<file path="src/rtl/tawas_ls_queued.sv">
// Tawas load/store unit: pointer+offset addressing, dcs/dack bus handshake, in-order
// tracking of up to DEPTH outstanding loads. Define TAWAS_LS_SEXT_EN for sign-extended loads.
module tawas_ls_queued #(
  parameter int unsigned RW    = 3,
  parameter int unsigned DEPTH = 4
) (
  input  logic                   clk,
  input  logic                   rst,
  input  logic                   req_valid,
  output logic                   req_ready,
  input  logic                   req_wr,
  input  logic [1:0]             req_size,
  input  logic                   req_post_inc,
  input  logic [RW-1:0]          req_ptr_reg,
  input  logic [31:0]            req_ptr,
  input  logic [4:0]             req_off,
  input  logic [RW-1:0]          req_reg,
  input  logic [31:0]            req_wdata,
  input  logic                   req_sext,
  output logic                   dcs,
  output logic                   dwr,
  output logic [31:0]            daddr,
  output logic [3:0]             dmask,
  output logic [31:0]            dout,
  input  logic                   dack,
  input  logic                   drvalid,
  input  logic [31:0]            din,
  output logic                   wb_ptr_en,
  output logic [RW-1:0]          wb_ptr_reg,
  output logic [31:0]            wb_ptr_data,
  output logic                   wb_ld_en,
  output logic [RW-1:0]          wb_ld_reg,
  output logic [31:0]            wb_ld_data,
  output logic [$clog2(DEPTH):0] ld_pending,
  output logic                   err
);
  localparam int unsigned AW = $clog2(DEPTH);
  localparam int unsigned CW = AW + 1;

  logic          accept, push, pop;
  logic [1:0]    shamt;
  logic [31:0]   aptr, inc, addr, wdata_rep;
  logic [3:0]    mask;
  logic [AW-1:0] wr_ptr, rd_ptr;

  logic [RW-1:0] q_reg  [DEPTH];
  logic [1:0]    q_size [DEPTH];
  logic [1:0]    q_lo   [DEPTH];
`ifdef TAWAS_LS_SEXT_EN
  logic          q_sext [DEPTH];
`else
  logic          unused_sext;
  assign unused_sext = req_sext;
`endif

  // A pop in this cycle does not free a slot until ld_pending updates
  assign req_ready = (!dcs || dack) && (req_wr || (ld_pending < CW'(DEPTH)));
  assign accept    = req_valid && req_ready;
  assign push      = accept && !req_wr;
  assign pop       = drvalid && (ld_pending != '0);

  // Address generation, lane mask and store replication
  always_comb begin
    shamt     = req_size[1] ? 2'd2 : req_size;
    aptr      = req_ptr & ~((32'd1 << shamt) - 32'd1);
    inc       = aptr + ({{27{req_off[4]}}, req_off} << shamt);
    addr      = req_post_inc ? aptr : inc;
    mask      = 4'hF;
    wdata_rep = req_wdata;
    case (shamt)
      2'd0: begin
        mask      = 4'b0001 << addr[1:0];
        wdata_rep = {4{req_wdata[7:0]}};
      end
      2'd1: begin
        mask      = addr[1] ? 4'b1100 : 4'b0011;
        wdata_rep = {2{req_wdata[15:0]}};
      end
      default: ;
    endcase
  end

  logic [1:0]  h_size, h_lo;
  logic [7:0]  h_byte;
  logic [31:0] ld_data;

  // Right-justify the addressed lane of the head load
  always_comb begin
    h_size  = q_size[rd_ptr];
    h_lo    = q_lo[rd_ptr];
    h_byte  = din[{h_lo, 3'b000} +: 8];
    ld_data = din;
    case (h_size)
      2'd0:    ld_data = {24'd0, h_byte};
      2'd1:    ld_data = {16'd0, h_lo[1] ? din[31:16] : din[15:0]};
      default: ;
    endcase
`ifdef TAWAS_LS_SEXT_EN
    if (q_sext[rd_ptr]) begin
      case (h_size)
        2'd0:    ld_data[31:8]  = {24{h_byte[7]}};
        2'd1:    ld_data[31:16] = {16{ld_data[15]}};
        default: ;
      endcase
    end
`endif
  end

  always_ff @(posedge clk) begin
    if (push) begin
      q_reg[wr_ptr]  <= req_reg;
      q_size[wr_ptr] <= shamt;
      q_lo[wr_ptr]   <= addr[1:0];
`ifdef TAWAS_LS_SEXT_EN
      q_sext[wr_ptr] <= req_sext;
`endif
    end
  end

  always_ff @(posedge clk or posedge rst) begin
    if (rst) begin
      dcs         <= 1'b0;
      dwr         <= 1'b0;
      daddr       <= '0;
      dmask       <= '0;
      dout        <= '0;
      wb_ptr_en   <= 1'b0;
      wb_ptr_reg  <= '0;
      wb_ptr_data <= '0;
      wb_ld_en    <= 1'b0;
      wb_ld_reg   <= '0;
      wb_ld_data  <= '0;
      ld_pending  <= '0;
      err         <= 1'b0;
      wr_ptr      <= '0;
      rd_ptr      <= '0;
    end else begin
      if (accept) begin
        dcs   <= 1'b1;
        dwr   <= req_wr;
        daddr <= addr;
        dmask <= mask;
        dout  <= wdata_rep;
      end else if (dack) begin
        dcs <= 1'b0;
      end

      wb_ptr_en <= accept && req_post_inc;
      if (accept && req_post_inc) begin
        wb_ptr_reg  <= req_ptr_reg;
        wb_ptr_data <= inc;
      end

      wb_ld_en <= pop;
      if (pop) begin
        wb_ld_reg  <= q_reg[rd_ptr];
        wb_ld_data <= ld_data;
      end

      if (drvalid && (ld_pending == '0)) err <= 1'b1;
      if (push) wr_ptr <= wr_ptr + AW'(1);
      if (pop)  rd_ptr <= rd_ptr + AW'(1);

      case ({push, pop})
        2'b10:   ld_pending <= ld_pending + CW'(1);
        2'b01:   ld_pending <= ld_pending - CW'(1);
        default: ;
      endcase
    end
  end
endmodule
</file>
<file path="config.mk">
export PLATFORM = sky130hd
export DESIGN_NAME = tawas_ls_queued
export DESIGN_NICKNAME = d
export VERILOG_FILES = /design/src/rtl/tawas_ls_queued.sv
export SDC_FILE = /design/constraint.sdc
export NUM_CORES = 1
export LEC_CHECK = 0
export CAP_MARGIN = 20
export CORE_ASPECT_RATIO = 0.7
export CORE_MARGIN = 1
export CORE_UTILIZATION = 30
export CTS_CLUSTER_SIZE = 20
export DETAILED_ROUTE_END_ITERATION = 10
export GPL_ROUTABILITY_DRIVEN = 0
export HOLD_SLACK_MARGIN = 0.02
export PLACE_DENSITY_LB_ADDON = 0.25
export REMOVE_ABC_BUFFERS = 1
export SLEW_MARGIN = 0
export SYNTH_ARGS = -nofsm -noshare
export SYNTH_HDL_FRONTEND = slang
export SYNTH_SLANG_ARGS = --single-unit
export TNS_END_PERCENT = 30
</file>
<file path="constraint.sdc">
create_clock -name clk -period 11.7 [get_ports clk]
set_clock_uncertainty 0.1 [all_clocks]
set_input_delay 2.925 -clock clk [delete_from_list [all_inputs] [get_ports clk]]
set_output_delay 2.925 -clock clk [all_outputs]
set_load 0.01 [all_outputs]
</file>
Word level (Yosys, flattened, before mapping)
Memory sizes are Yosys's and may differ from the RTL's. A register that Yosys moved wholly into a read port is not among the register bits.
Index checks and enable logic that the tools add are counted.
{ "word_totals": {"regBits": 147, "elab_cells": 62, "in_bits": 117, "output_inout_bits": 147, "ram_bits": 28, "mem_count": 3} }
{ "op_classes": {"eq_ne": 4, "shifts": 4, "bitwise": 2, "order_cmp": 1, "mux": 12, "reduce_logical": 16, "n_addsub": 6} }
{ "memory_table": {"columns": ["memory", "words", "word_bits", "read_ports", "rd_clocked_by_memory_dff", "write_ports", "line", "text"], "rows": [
  ["q_reg", 4, 3, 1, 1, 1, "46", "logic [RW-1:0] q_reg [DEPTH];"],
  ["q_lo", 4, 2, 1, 0, 1, "48", "logic [1:0] q_lo [DEPTH];"],
  ["q_size", 4, 2, 1, 0, 1, "47", "logic [1:0] q_size [DEPTH];"]
]} }
{ "ops": {"columns": ["op", "n"], "rows": [
  ["$pmux 32 s2", 2],
  ["$add 32x32->32", 1],
  ["$and 32x32->32", 1],
  ["$mux 32", 1],
  ["$not 32->32", 1],
  ["$shiftx 32x6->8", 1],
  ["$shl 1x2->32 const A", 1],
  ["$shl 32x2->32", 1],
  ["$sub 32x1->32 const B", 1],
  ["$mux 16", 1],
  ["$pmux 4 s2", 1],
  ["$eq 2x1->1 const B", 3],
  ["$logic_and 1x1->1", 6],
  ["$pmux 3 s2", 1],
  ["$add 2x1->2 const B", 2],
  ["$logic_not 2->1", 2],
  ["$mux 1", 4],
  ["$mux 4", 1],
  ["$reduce_bool 2->1", 2],
  ["$shl 1x2->4 const A", 1],
  ["$add 3x1->3 const B", 1],
  ["$logic_not 3->1", 1],
  ["$lt 3x3->1 const B", 1],
  ["$reduce_bool 3->1", 1],
  ["5 further kinds", 7]
]} }

Depth between registers and ports, before layout
Gate-level depths: netlist (run 1).
{ "logic_depth": {"depth_word": 9, "ltp_mapped": 15, "ltp_nobuf": 13} }

Worst setup path after synthesis (run 1)
OpenSTA, ideal clock, no wires.
{ "synth_timing": {"kind": "input to output", "startpoint": "input req_wr", "endpoint": "output req_ready", "arrival_time_ns": 3.266, "path_stages": 2, "n_path_buf": 0, "setup_slack_ns": 5.409, "cell_sequence": "inv_1 > a21oi_1"} }
{ "synth_via": {"elab_chain_len": 2} }
{ "synth_rtl": {"columns": ["item", "line", "text"], "rows": [
  ["start, declared", "11", "input logic req_wr,"],
  ["$logic_or 1x1->1", "57", "assign req_ready = (!dcs || dack) && (req_wr || (ld_pending < CW'(DEPTH)));"],
  ["$logic_and 1x1->1", "57", null],
  ["end, declared", "10", "output logic req_ready,"]
]} }
No other way between the ends.

Worst setup path after layout (run 1)
Ends and elaborated chain as after synthesis.

==> flow_summary.toml, run 1 <==
[status]
status = "finished clean"

[power]
pwr_density_cell_nw_per_um2 = 214
internal_power_w = 0.00176
power_frac_seq = 0.359
net-switching-power_w = 0.000993
combPwrFrac = 0.435
power.leakage_nw = 5.51
netSwitchingFraction = 0.360
clock_power_share = 0.206
irDropWorstVdd_v = 0.0000983

[final_layout]
design.final.nets = 1355
filler_cell_count = 3003
insertedDiodeCount = 0
finalCoreUtilization = 0.424
regArea_um2 = 4590
layout-area-overhead-vs-synth_pct = 37.1
total_area_of_multi_input_combinational_cells_um2 = 4440
drive_above_1_share = 0.0619
final_cell_area_um2 = 12900

[sta]
maxClockFrequency_mhz = 134
worst-slew-pin-transition_ns = 0.913
finalCritPeriodShare = 0.637
setup_viol = 0
worst_slew_margin_rel = 0.391
grt_setup_unrepaired = "no"
final_ws_setup_ns = 4.25
tns_ns = 0
maxSlewViolCount = 0
finalWorstPathRequiredPeriod_ns = 7.45
final_hold_viol_count = 0

[yosys]
synth_edf_count = 28
synth_area_per_cell_um2 = 9.52
synth_common_cells = "182 x nand2_1, 150 x dfrtp_1, 106 x o21ai_0, 68 x clkbuf_1, 62 x a21oi_1"
synthCells = 986
synth.yosys.seq_area_share = 0.489
netlist-cell-type-count = 56
synthesis.yosys.warnings = 0
ys_seq_elements = 178
async_set_or_reset_register_ratio_after_synthesis = 0.843
cell_with_the_most_instances_after_synthesis = "nand2_1"
synth_top_area_share = 0.400
syn-cell-area_um2 = 9390
netlist.top_cell.by_area = "dfrtp_1"
synthTopCellsByArea = "dfrtp_1 40%, edfxtp_1 9.0%, nand2_1 7.3%, o21ai_0 5.6%, mux2i_1 5.0%"
ys.flop_type = "dfrtp_1"

[cts]
worst_skew_pair.late_latency_ns = 0.46
root_buf_cell = "clkbuf_16"
clock_tree_from_tritoncts = "done"
cts.reportedPaths.clkPinSlew_ns = 0.07
clock_sinks = 178
post-cts-setup-buffers = 0
numCtsBuffers = 17
clk_path_buf_depth = 2
clock_tree.htree_level_count = 4
cts.repair.resized = 0
cts-hold-fix-buffers = 0

[routing]
remaining_drc_errors = 0
routed_wl_um = 29800
firstDrtPassIters = 4
detail-route-antenna-nets = 0
route.detailed.wl_per_inst_um = 18.3
num_vias = 7836
vias_per_inst = 4.83
drt_iter0_markers = 477

[setup_path]
wp_data_arrival_ns = 4.42
worst-endpoint-required_ns = 8.68
crit_path_end_kind = "primary output"
crit_type = "in2out"
setup.worst_path.start_class = "input pin"
cp_max_fo = 6

[global_routing]
wire_length_of_the_first_global_routing_pass_um = 45600
grt_pass1_vias = 7690
antenna_found_initial = 1
grt-ovfl-total = 0
grt_util_all_layers = 0.190
maximum_number_of_pins_on_one_net_before_global_route_repair = 79

[job]
drv.max_cap_violation_count = 0

[floorplan]
floorplan.rows = 53
floorplan.die_area_um2 = 32000
initial_core_util = 0.309
coreArea_um2 = 30400
chipHeight_um = 150
boundaryPins = 264
die-width_um = 213

[hold_path]
timing.hold.worst.class = "reg2reg"

[placed_design]
dpl-instance-area_um2 = 12300
dpl_worst_slack_ns = 4.18
post-dp-hpwl_um = 21600
port_buffers = 262
==> routing by layer <==
layer,up-vias,part of all wire,GRT usage
li1,3850,-,-
met1,3784,0.52,0.284
met2,179,0.42,0.268
met3,21,0.051,0.0487
met4,2,0.0095,0.0504
met5,-,0.00034,0
==> cells in the final DEF, fill, tap and decap left out, types with 5 or more instances in the layout <==
| cell | netlist | routed |
|---|---|---|
| mux4_2 | 7 | 7 |
| inv_6 | 0 | 5 |
| and3_1 | 11 | 11 |
| nand3_1 | 30 | 30 |
| a31oi_1 | 8 | 8 |
| nor2_1 | 53 | 52 |
| a21oi_1 | 62 | 62 |
| mux2i_1 | 47 | 47 |
| clkbuf_16 | 0 | 17 |
| nand2_1 | 182 | 180 |
| a21o_1 | 11 | 11 |
| a211oi_1 | 6 | 6 |
| clkdlybuf4s50_1 | 0 | 260 |
| o21a_1 | 8 | 8 |
| mux2_2 | 15 | 15 |
| nor3_1 | 5 | 5 |
| and2_1 | 4 | 5 |
| o21ai_0 | 106 | 106 |
| a22oi_1 | 8 | 8 |
| nor2b_1 | 14 | 14 |
| a22o_1 | 5 | 5 |
| ha_1 | 37 | 37 |
| dfrtp_1 | 150 | 150 |
| xor2_1 | 17 | 17 |
| xnor2_1 | 19 | 19 |
| edfxtp_1 | 28 | 28 |
| inv_1 | 18 | 17 |
| buf_4 | 0 | 11 |
| o22ai_1 | 9 | 9 |
==> power by group through the flow <==
stage               Clock [W]  Combinational (W)  Sequential, W
CTS                  0.000587            0.00121       0.000993
floorplan                   0           0.000446        0.00109
detailed placement          0            0.00121        0.00100
global route         0.000609            0.00131        0.00102
finish               0.000568            0.00120       0.000989
global placement            0            0.00120       0.000992
==> kinds of logic (layout without fill, tap and decap cells) <==
group                    Yosys count  count (layout)  share of synthesized area
XOR/XNOR                          36              36                     0.0336
multiplexers                      69              69                     0.0849
AO/OA/AOI/OAI                    245             245                      0.151
adder cells (fa/ha/maj)           39              39                     0.0536
buffers and inverters             98             324                     0.0397
flip-flops                       178             178                      0.489
AND/OR/NAND/NOR                  319             319                      0.147
other                              2               2                   0.000800
==> worst paths after layout <==
| check | startpoint | endpoint | slack (ns) | cells past startpoint |
|---|---|---|---|---|
| worst max-delay path | req_wr | req_ready | 4.25 | 4 |
| worst min-delay path | err | err | 0.36 | 1 |
| worst max register to register | ld_pending[0] | ld_pending[2] | 8.61 | 10 |
| worst min register to register | err | err | 0.36 | 1 |
| max in group asynchronous | rst | dout[6] | 7.54 | 3 |
| min in group asynchronous | rst | wb_ld_data[30] | 2.78 | 2 |
==> stage by stage <==
| stage | cells | total power, W | hold WS [ns] |
|---|---|---|---|
| 6_report | 1624 | 0.00276 | 0.363 |
| 4_1_cts | 1624 | 0.00279 | 0.368 |
| 5_1_grt | 1624 | 0.00294 | 0.397 |
| 3_5_place_dp | 1592 | 0.00221 | 0.352 |
| 3_3_place_gp | 1592 | 0.00219 | 0.340 |
| 2_1_floorplan | 907 | 0.00153 | 0.393 |
==> worst max-delay path, stage by stage <==
cell and delay (ns):
clkdlybuf4s50_1 0.48, inv_1 0.09, a21oi_1 0.33, clkdlybuf4s50_1 0.61
==> cell type report <==
cell class | instances | share of cell area
inverters | 19 | 0.00593
clock buffers | 18 | 0.0333
multi-input cells | 710 | 0.345
well taps | 412 | 0.0400
flip-flops and latches | 178 | 0.357
clock inverters | 14 | 0.0101
repair buffers | 273 | 0.209
(Power assumes the default switching activity.)
==> run 2, diff against run 1 <==
==> constraint.sdc (replaced) <==
create_clock -name clk -period 7.53 [get_ports clk]
set_clock_uncertainty 0.1 [all_clocks]
set_input_delay 1.8825 -clock clk [delete_from_list [all_inputs] [get_ports clk]]
set_output_delay 1.8825 -clock clk [all_outputs]
set_load 0.01 [all_outputs]
==> flow_summary.toml, run 2 (synthesis gave the netlist of run 1 again) <==
[power]
pwr_density_cell_nw_per_um2 = 332
power.leakage_nw = 5.50
irDropWorstVdd_v = 0.000154

[final_layout]
design.final.nets = 1355
final_cell_count_no_fill = 1624
insertedDiodeCount = 0
final_cell_area_um2 = 12900
final_cell_mix = "260 x clkdlybuf4s50_1, 180 x nand2_1, 150 x dfrtp_1, 106 x o21ai_0, 62 x a21oi_1"
layout-area-overhead-vs-synth_pct = 36.9
drive_above_1_share = 0.0611
regArea_um2 = 4590
layout.cells.most_common = "clkdlybuf4s50_1"
total_area_of_multi_input_combinational_cells_um2 = 4440
filler_cell_count = 3011

[setup_path]
crit_path_end_kind = "register"
critical_r2r_capture = "ld_pending[2]"
worstRegToRegCells = 10
crit_type = "in2reg"
rr_startpoint = "ld_pending[0]"
setup.worst_path.start_class = "input pin"
worst-endpoint-required_ns = 7.77
cpMaxStageDelayCell = "clkdlybuf4s50_1"
cp_max_fo = 9
r2r_slack_ns = 4.47
critical_path.cell_chain = "clkdlybuf4s50_1 -> nor2_2 -> and2_1 -> ha_1 -> fa_1 -> a211oi_1 -> o21bai_1 -> a21oi_1 -> a211oi_1 -> o21ai_0 -> o21bai_1 -> xnor2_1 -> o211ai_1 -> o21a_1"
slowest_delay_ns = 0.95
wp_data_arrival_ns = 6.24

[sta]
setup_viol = 0
holdWs_ns = 0.368
maxClockFrequency_mhz = 167
finalWorstPathRequiredPeriod_ns = 6.00
final_hold_viol_count = 0
tns_ns = 0
worst_slew_margin_rel = 0.400
worst-slew-pin-transition_ns = 0.899
grt_setup_unrepaired = "no"
maxSlewViolCount = 0
finalCritPeriodShare = 0.796

[hold_path]
holdPathStages = 1
hold_path.startpoint = "err"
timing.hold.worst.class = "reg2reg"
hold-path-endpoint = "err"

[placed_design]
dpl-instance-area_um2 = 12300
port_buffers = 262
post-dp-hpwl_um = 21900
placedCellCount = 1592

[routing]
route.detailed.wl_per_inst_um = 18.4
firstDrtPassIters = 5
vias_per_inst = 4.88
detail-route-antenna-nets = 0
routed_wl_um = 29900
remaining_drc_errors = 0
drt_iter0_markers = 707
num_vias = 7927

[floorplan]
initial_core_util = 0.309
floorplan.die_area_um2 = 32000
chipHeight_um = 150
floorplan.rows = 53
coreArea_um2 = 30400
boundaryPins = 264
die-width_um = 213

[cts]
clock_sinks = 178
clock_tree_from_tritoncts = "done"
worst_skew_pair.late_latency_ns = 0.45
numCtsBuffers = 17
clk_path_buf_depth = 2
cts.repair.resized = 0
clock_tree.htree_level_count = 4
post-cts-setup-buffers = 0
root_buf_cell = "clkbuf_16"
cts-hold-fix-buffers = 0
cts.reportedPaths.clkPinSlew_ns = 0.07

[global_routing]
maximum_number_of_pins_on_one_net_before_global_route_repair = 71
grt-ovfl-total = 0
wire_length_of_the_first_global_routing_pass_um = 45700
grt_pass1_vias = 7601
grt_util_all_layers = 0.191
antenna_found_initial = 0

[job]
drv.max_cap_violation_count = 0

[status]
status = "finished clean"
-- run 2: worst max-delay path by stage --
stage                      from  slack [ns]  cells past startpoint   endpoint
floorplan                   rst        1.51                      1   daddr[0]
global route        req_size[0]        1.35                     14  daddr[22]
finish              req_size[0]        1.53                     14  daddr[26]
detailed placement  req_size[0]        1.11                     14  daddr[30]
global placement    req_size[0]        1.13                     14  daddr[26]
CTS                 req_size[0]        1.56                     14  daddr[26]
-- run 2: metrics by stage --
| step | utilization | power, W | worst slack (ns) |
|---|---|---|---|
| floorplan | - | 0.00238 | 1.51 |
| global route | 0.423 | 0.00457 | 1.35 |
| detailed placement | 0.406 | 0.00343 | 1.11 |
| finish | 0.423 | 0.00427 | 1.53 |
| CTS | 0.423 | 0.00432 | 1.56 |
| global placement | 0.406 | 0.00340 | 1.13 |
-- run 2: metal layers --
metal	wire [um]	up-vias	part of all wire	global-route usage
met5	0	-	0	0
met4	223	0	0.0075	0.0382
met3	1790	13	0.060	0.0472
met2	12400	219	0.42	0.264
met1	15400	3844	0.52	0.296
li1	-	3851	-	-
-- run 2: power breakdown --
part	switching (W)	internal (W)
sequential	0.000211	0.00133
clock	0.000413	0.000457
combinational	0.000916	0.000952
total	0.00154	0.00274
-- run 2: worst max-delay path: cells and delay by family --
| kind | cells | cell delay, ns |
|---|---|---|
| buf+inv | 1 | 0.95 |
| simple gates | 2 | 0.53 |
| fa+ha+maj | 2 | 0.67 |
| compound gates | 8 | 1.97 |
| xor+xnor | 1 | 0.23 |
-- run 2: cell type report --
cell class                      count  area share
Sequential cell                   178       0.357
Clock buffer                       20      0.0340
Inverter                           19     0.00593
Clock inverter                     12     0.00827
Multi-Input combinational cell    710       0.345
Tap cell                          412      0.0401
Timing Repair Buffer              273       0.210
==> run 3, diff against run 2 <==
==> constraint.sdc (replaced) <==
create_clock -name clk -period 4.8 [get_ports clk]
set_clock_uncertainty 0.1 [all_clocks]
set_input_delay 1.2 -clock clk [delete_from_list [all_inputs] [get_ports clk]]
set_output_delay 1.2 -clock clk [all_outputs]
set_load 0.01 [all_outputs]
==> flow_summary.toml, run 3 (synthesis gave the netlist of run 1 again) <==
[setup_path]
r2r_slack_ns = 1.75
wp_data_arrival_ns = 4.67
cp_max_fo = 4
crit_path_end_kind = "register"
crit_type = "in2reg"
worst-endpoint-required_ns = 5.04
setup.worst_path.start_class = "input pin"

[job]
drv.max_cap_violation_count = 0

[floorplan]
floorplan.die_area_um2 = 32000
boundaryPins = 264
die-width_um = 213
floorplan.rows = 53
initial_core_util = 0.309
coreArea_um2 = 30400
chipHeight_um = 150

[cts]
clk_path_buf_depth = 2
clock_sinks = 178
clock_tree_from_tritoncts = "done"
post-cts-setup-buffers = 0
cts.reportedPaths.clkPinSlew_ns = 0.07
cts-hold-fix-buffers = 0
clock_tree.htree_level_count = 4
worst_skew_pair.late_latency_ns = 0.46
numCtsBuffers = 17
cts.repair.resized = 0
root_buf_cell = "clkbuf_16"

[final_layout]
insertedDiodeCount = 0
total_area_of_multi_input_combinational_cells_um2 = 4440
finalCoreUtilization = 0.431
final_cell_count_no_fill = 1649
layout-area-overhead-vs-synth_pct = 39.5
regArea_um2 = 4590
filler_cell_count = 3040
drive_above_1_share = 0.0816
design.final.nets = 1380
layout.cells.most_common = "clkdlybuf4s50_1"
final_cell_mix = "260 x clkdlybuf4s50_1, 180 x nand2_1, 150 x dfrtp_1, 106 x o21ai_0, 62 x a21oi_1"

[status]
status = "finished clean"

[routing]
detail-route-antenna-nets = 0
vias_per_inst = 4.81
firstDrtPassIters = 4
routed_wl_um = 29400
drt_iter0_markers = 539
route.detailed.wl_per_inst_um = 17.8
remaining_drc_errors = 0
num_vias = 7925

[sta]
finalCritPeriodShare = 0.923
maxClockFrequency_mhz = 226
final_hold_viol_count = 0
maxSlewViolCount = 0
worst-slew-pin-transition_ns = 0.749
tns_ns = 0
grt_setup_unrepaired = "no"
worst_slew_margin_rel = 0.500
finalWorstPathRequiredPeriod_ns = 4.43
final_ws_setup_ns = 0.368
setup_viol = 0

[global_routing]
grt_use_met3 = 0.0453
maximum_number_of_pins_on_one_net_before_global_route_repair = 75
antenna_found_initial = 0
grt_util_all_layers = 0.188
top_usage_layer = "met1"
wire_length_of_the_first_global_routing_pass_um = 45300
grt-ovfl-total = 0
met2_global_route_usage = 0.265
globalRouteMet1Util = 0.282
grt_pass1_vias = 7782

[placed_design]
post-dp-hpwl_um = 21800
port_buffers = 262
placedCellCount = 1617
dpl_worst_slack_ns = -0.0436

[power]
pwr_density_cell_nw_per_um2 = 517
irDropWorstVdd_v = 0.000272
power.leakage_nw = 5.66

[hold_path]
timing.hold.worst.class = "reg2reg"
run 3: cell count changes in the layout (fill, tap and decap cells not counted), sizes merged:
cell / previous run / this run
buf: 13 / 38
clkinv: 4 / 6
clkinvlp: 3 / 1
run 3: critical path: stages:
cell and delay (ns):
clkdlybuf4s50_1 0.58, buf_4 0.19, mux2i_1 0.17, o21ai_0 0.10
ha_1 0.34, nand4b_1 0.15, a2111oi_1 0.49, o21ai_1 0.21
o21ai_2 0.31, a21boi_2 0.13, buf_4 0.16, o21ai_0 0.33
mux2i_1 0.23, nand3_1 0.09
run 3: area by class of cell:
class                           count  share of cell area
Timing Repair Buffer              298               0.221
Inverter                           19             0.00582
Clock inverter                     12             0.00907
Tap cell                          412              0.0393
Sequential cell                   178               0.351
Clock buffer                       20              0.0357
Multi-Input combinational cell    710               0.339
run 3: path summary, 6_finish.rpt:
| check | startpoint | cells after the start | to |
|---|---|---|---|
| min in group asynchronous | rst | 2 | wb_ld_data[14] |
| hold reg to reg | err | 1 | err |
| hold / removal | err | 1 | err |
| setup / recovery | req_size[0] | 14 | daddr[25] |
| max in group asynchronous | rst | 3 | daddr[15] |
| setup reg to reg | rd_ptr[0] | 6 | wb_ld_data[5] |
run 3: report_power, final:
part | internal [W] | leakage [nW] | switching, W
clock | 0.000768 | 0.286 | 0.000651
sequential | 0.00208 | 2.10 | 0.000330
combinational | 0.00152 | 3.27 | 0.00143
run 3: routing by layer:
layer,share of wire,routed length (um),up-vias
li1,-,-,3900
met1,0.52,15200,3830
met2,0.42,12300,175
met3,0.050,1480,20
met4,0.011,335,0
met5,0,0,-
run 3: per-stage QoR:
| stage | hold slack [ns] | total power (W) | area [um^2] |
|---|---|---|---|
| after floorplan | 0.393 | 0.00374 | 9090 |
| after global placement | 0.344 | 0.00537 | 12500 |
| after detailed placement | 0.348 | 0.00541 | 12500 |
| after CTS | 0.364 | 0.00686 | 13100 |
| after global routing | 0.386 | 0.00723 | 13100 |
| final | 0.361 | 0.00678 | 13100 |
